[src/rtl/mlp_pkg.sv]
// Shared definitions for the MLP datapath: Q8.8 format constants and the
// neuron controller state encoding.
package mlp_pkg;

  localparam int DATA_W    = 16;
  localparam int FRAC_BITS = 8;

  localparam logic [15:0] Q_ONE = 16'h0100;
  localparam logic [15:0] Q_MAX = 16'h7FFF;
  localparam logic [15:0] Q_MIN = 16'h8000;

  typedef enum logic [1:0] {
    IDLE  = 2'd0,
    ACCUM = 2'd1,
    FINAL = 2'd2,
    DONE  = 2'd3
  } state_t;

endpackage

[src/rtl/q_sat_shift.sv]
// Combinational rescale of a wide accumulator sum to a DATA_W fixed-point
// result: floor shift, saturate to the signed output range, optional ReLU.
module q_sat_shift #(
  parameter int ACC_W     = 40,
  parameter int DATA_W    = 16,
  parameter int FRAC_BITS = 8,
  parameter bit RELU      = 1'b1
) (
  input  logic signed [ACC_W-1:0]  sum,
  output logic signed [DATA_W-1:0] result
);

  localparam logic signed [ACC_W-1:0] MAX_V =
    {{(ACC_W-DATA_W+1){1'b0}}, {(DATA_W-1){1'b1}}};
  localparam logic signed [ACC_W-1:0] MIN_V =
    {{(ACC_W-DATA_W+1){1'b1}}, {(DATA_W-1){1'b0}}};

  logic signed [ACC_W-1:0]  shifted;
  logic signed [DATA_W-1:0] sat;

  always_comb begin
    shifted = sum >>> FRAC_BITS;
    if (shifted > MAX_V) begin
      sat = MAX_V[DATA_W-1:0];
    end else if (shifted < MIN_V) begin
      sat = MIN_V[DATA_W-1:0];
    end else begin
      sat = shifted[DATA_W-1:0];
    end
  end

  generate
    if (RELU) begin : g_relu
      assign result = sat[DATA_W-1] ? '0 : sat;
    end else begin : g_linear
      assign result = sat;
    end
  endgenerate

endmodule

[src/rtl/neuron_mac.sv]
// Output-layer neuron: serial multiply-accumulate of N_INPUTS pairs, bias add,
// then Q8.8 rescale; result is held with a done level for the softmax stage.
module neuron_mac #(
  parameter int N_INPUTS  = 16,
  parameter int DATA_W    = mlp_pkg::DATA_W,
  parameter int FRAC_BITS = mlp_pkg::FRAC_BITS,
  parameter int ACC_W     = 40,
  parameter bit RELU      = 1'b1
) (
  input  logic                     clk,
  input  logic                     rst_n,
  input  logic                     start,
  input  logic                     in_valid,
  input  logic signed [DATA_W-1:0] in_data,
  input  logic signed [DATA_W-1:0] w_data,
  input  logic signed [DATA_W-1:0] bias,
  output logic                     in_ready,
  output logic                     busy,
  output logic                     done,
  output logic signed [DATA_W-1:0] out
);
  import mlp_pkg::*;

  localparam int CNT_W = (N_INPUTS > 1) ? $clog2(N_INPUTS) : 1;
  localparam logic [CNT_W-1:0] CNT_LAST = CNT_W'(N_INPUTS - 1);

  state_t                    state_reg, state_next;
  logic signed [ACC_W-1:0]   acc_reg, acc_next;
  logic [CNT_W-1:0]          cnt_reg, cnt_next;
  logic                      done_reg, done_next;
  logic signed [DATA_W-1:0]  out_reg, out_next;

  logic signed [2*DATA_W-1:0] prod;
  logic signed [ACC_W-1:0]    sum;
  logic signed [DATA_W-1:0]   sat_result;

  assign prod = in_data * w_data;
  // Bias is aligned to the product scale (2*FRAC_BITS) before the add.
  assign sum  = acc_reg + (ACC_W'(bias) <<< FRAC_BITS);

  q_sat_shift #(
    .ACC_W     (ACC_W),
    .DATA_W    (DATA_W),
    .FRAC_BITS (FRAC_BITS),
    .RELU      (RELU)
  ) u_sat (
    .sum    (sum),
    .result (sat_result)
  );

  always_ff @(posedge clk) begin
    if (!rst_n) begin
      state_reg <= IDLE;
      acc_reg   <= '0;
      cnt_reg   <= '0;
      done_reg  <= 1'b0;
      out_reg   <= '0;
    end else begin
      state_reg <= state_next;
      acc_reg   <= acc_next;
      cnt_reg   <= cnt_next;
      done_reg  <= done_next;
      out_reg   <= out_next;
    end
  end

  always_comb begin
    state_next = state_reg;
    acc_next   = acc_reg;
    cnt_next   = cnt_reg;
    done_next  = done_reg;
    out_next   = out_reg;
    case (state_reg)
      IDLE: begin
        if (start) begin
          state_next = ACCUM;
          acc_next   = '0;
          cnt_next   = '0;
        end
      end
      ACCUM: begin
        if (in_valid) begin
          acc_next = acc_reg + ACC_W'(prod);
          cnt_next = cnt_reg + 1'b1;
          if (cnt_reg == CNT_LAST) begin
            state_next = FINAL;
          end
        end
      end
      FINAL: begin
        out_next   = sat_result;
        done_next  = 1'b1;
        state_next = DONE;
      end
      DONE: begin
        // Dropping done here gives softmax a fresh rising edge per run.
        if (start) begin
          state_next = ACCUM;
          done_next  = 1'b0;
          acc_next   = '0;
          cnt_next   = '0;
        end
      end
      default: begin
        state_next = IDLE;
      end
    endcase
  end

  assign in_ready = (state_reg == ACCUM);
  assign busy     = (state_reg == ACCUM) || (state_reg == FINAL);
  assign done     = done_reg;
  assign out      = out_reg;

endmodule

[config.mk]
export PLATFORM = sky130hd
export DESIGN_NAME = neuron_mac
export DESIGN_NICKNAME = d
export VERILOG_FILES = /design/src/rtl/mlp_pkg.sv /design/src/rtl/q_sat_shift.sv /design/src/rtl/neuron_mac.sv
export SDC_FILE = /design/constraint.sdc
export NUM_CORES = 1
export LEC_CHECK = 0
export ABC_AREA = 1
export CAP_MARGIN = 30
export CORE_ASPECT_RATIO = 0.8
export CORE_MARGIN = 3
export CORE_UTILIZATION = 35
export CTS_CLUSTER_DIAMETER = 80
export DETAILED_ROUTE_END_ITERATION = 6
export GPL_TIMING_DRIVEN = 1
export PLACE_DENSITY_LB_ADDON = 0.25
export SYNTH_ARGS = -nofsm -noshare
export SYNTH_HDL_FRONTEND = slang
export SYNTH_SLANG_ARGS = --single-unit
[constraint.sdc]
create_clock -name clk -period 15.2 [get_ports clk]
set_input_delay 1.52 -clock clk [delete_from_list [all_inputs] [get_ports clk]]
set_output_delay 1.52 -clock clk [all_outputs]
set_load 0.02 [all_outputs]
==> results_dict.tcl <==
set metrics [dict create \
    final-max-slew-violation-count 0 \
    area_growth_pct 8.738 \
    cp.required_ns 15.41 \
    synth-xor-area-share_pct 1.490 \
    num_rows 72 \
    yosysMostFrequentCell "inv_1" \
    ctsLongestPathBuffers 2 \
    root_buffer "clkbuf_16" \
    ctsHtreeMaxLevel 3 \
    initial_core_util_pct 35.89 \
    ios 71 \
    die_x_um 256.4 \
    fin_crit_sh_pct 59.56 \
    synth.top_cell.area_share_pct 37.74 \
    critPathKind "in2reg" \
    core_area_um2 48920 \
    die_h_um 206.3 \
    overflow 0 \
    ys_types 47 \
    fin_nets 2936 \
    yosysSeqAreaShare_pct 7.070 \
    dp_cells 3057 \
    min_from "out[1]" \
    cts_setup_buffers 0 \
    synth_seq_cells 62 \
    period_needed_ns 9.053 \
    arrival_ns 9.26 \
    max_freq_mhz 110.5 \
    final_antenna_net_count 0 \
    worstHoldPathCells 2 \
    fin_area_um2 19090 \
    synth_compound_area_share_pct 7.619 \
    synth_adder_area_share_pct 48.51 \
    grt_pass1_vias 15200 \
    post_dp_cell_area_um2 18800 \
    syn_nets 2928 \
    min_to "out[1]" \
    antenna_cells 0 \
    synthTopCellsByCount "inv_1, nand2_1, fa_1" \
    ctsHoldBuffers 0 \
    slew_headroom_pct 35.26 \
    grt_setup_unrepaired "false" \
    grt_first_pass_wirelength_mm 81.18 \
    yosysTopAreaCell "fa_1" \
    outcome "complete, no violations" \
    place.port_buffers 69 \
    worstMarginPinSlew_ns 0.9688 \
    post_cts_resized 0 \
    cts_tree "done" \
    worst_hold_path_type "reg2reg" \
    die-area_um2 52900 \
    drt-total-wl_mm 49.09 \
    drc_errors 0 \
    ys.flop_type "dfxtp_1" \
    gp_congestion 0.9214 \
    worstPathMaxFanout 16 \
    regToRegStartpoint "acc_reg[15]" \
    drtIter0Drc 1026 \
    num-fill-cells 5120 \
    synthMuxAreaShare_pct 0 \
    largest_reg_flops 40 \
    vias_per_cell 4.762 \
    yosys-top-cells-area "fa_1, inv_1, nand2_1" \
    avgRoutedWirePerCell_um 15.98 \
    syn_area_per_cell_um2 7.333 \
    cap_violations 0 \
    cp-end-kind "register" \
    cts_sinks 62 \
    antenna_found_initial 0 \
    clock_latency_ns 0.35 \
    synth_top_family_by_area "adder cells" \
    setup_viol 0 \
    hold_violations 0 \
    startpoint_type "input port" \
    grt.total_usage_pct 19.29 \
    rr_endpoint "acc_reg[27]" \
    synth_edf_count 0 \
    yosys_warnings 0 \
    fin_skew_ns 0.007987 \
    vias 14630 \
    place_hpwl_mm 42.77 \
    synth-async-reset-ratio_pct 0 \
    yosys.area_share.simple_pct 18.99 \
    reg2reg_depth 19 \
    syn-instance-count 2394 \
    worst_setup_hold_path_clk_slew_ns 0.05 \
    drive_gt1_share_pct 2.369 \
    grt_start_max_net_pins 43 \
    netlist_area_um2 17560 \
    numCtsBuffers 9 \
    drt_pre_antenna_iters 5 \
    whs_ns 0.4638 \
    reg2reg_slack_ns 9.64 \
    finalSetupTns_ns 0 \
    final_cell_count_no_fill 3072 \
]
==> kinds of logic after synthesis <==
logic type	after synthesis
buf+inv	753
other cells	1
xor+xnor	29
compound gates	246
fa+ha+maj	482
flops	62
simple gates	821
==> worst max-delay path by stage <==
stage,depth (start not counted),from,endpoint
2_1_floorplan,24,w_data[5],acc_reg[37]
3_3_place_gp,23,w_data[1],acc_reg[38]
3_5_place_dp,23,w_data[4],acc_reg[38]
4_1_cts,23,w_data[1],acc_reg[38]
5_1_grt,23,in_data[15],acc_reg[38]
6_report,23,w_data[1],acc_reg[38]
==> worst max-delay path, stage by stage <==
cell and delay (ns):
clkdlybuf4s50_1 0.80, nand2_1 0.35, inv_1 0.09, fa_1 0.76
fa_1 0.45, inv_1 0.32, fa_1 0.63, fa_1 0.79
inv_1 0.16, fa_1 0.51, inv_1 0.05, fa_1 0.48
inv_1 0.05, ha_1 0.37, nand2_1 0.12, nor2_1 0.16
inv_1 0.08, nor4_1 0.78, o21ai_0 0.21, nand3_1 0.26
a21oi_1 0.09, o21ai_0 0.13, a21oi_1 0.09
==> per-stage QoR <==
stage / util, % / setup slack, ns
2_1_floorplan: - / 7.987
4_1_cts: 39.02 / 6.294
5_1_grt: 39.02 / 5.858
3_3_place_gp: 38.43 / 5.929
3_5_place_dp: 38.43 / 5.951
6_report: 39.02 / 6.147
==> layer usage <==
metal  wire [µm]  vias to the layer above  GRT usage, %
met3        2689                       34         2.242
met4         346                        0         2.307
met1       23600                     7203         27.81
li1            -                     7008             -
met5           0                        -             0
met2       22460                      384         32.20
==> cell type report <==
class	instances	area, µm²	area share (%)
multi-input cells	1579	13460	70.49
inverters	675	2534	13.27
flip-flops and latches	62	1241	6.502
well taps	666	833.3	4.365
repair buffers	75	735.7	3.854
clock buffers	11	242.7	1.272
clock inverters	4	47.55	0.2491
==> layout by cell type, fill, tap and decap left out, types with 50 or more instances in the layout <==
master,instances
o21ai_0,50
ha_1,151
fa_1,331
inv_1,672
dfxtp_1,62
nand3_1,50
clkdlybuf4s50_1,69
a21oi_1,150
nor2_1,109
nand2_1,600
Power is left out: the tool's default activity adds up to more than one toggle a clock period on the data nets, which glitch-free logic cannot reach.
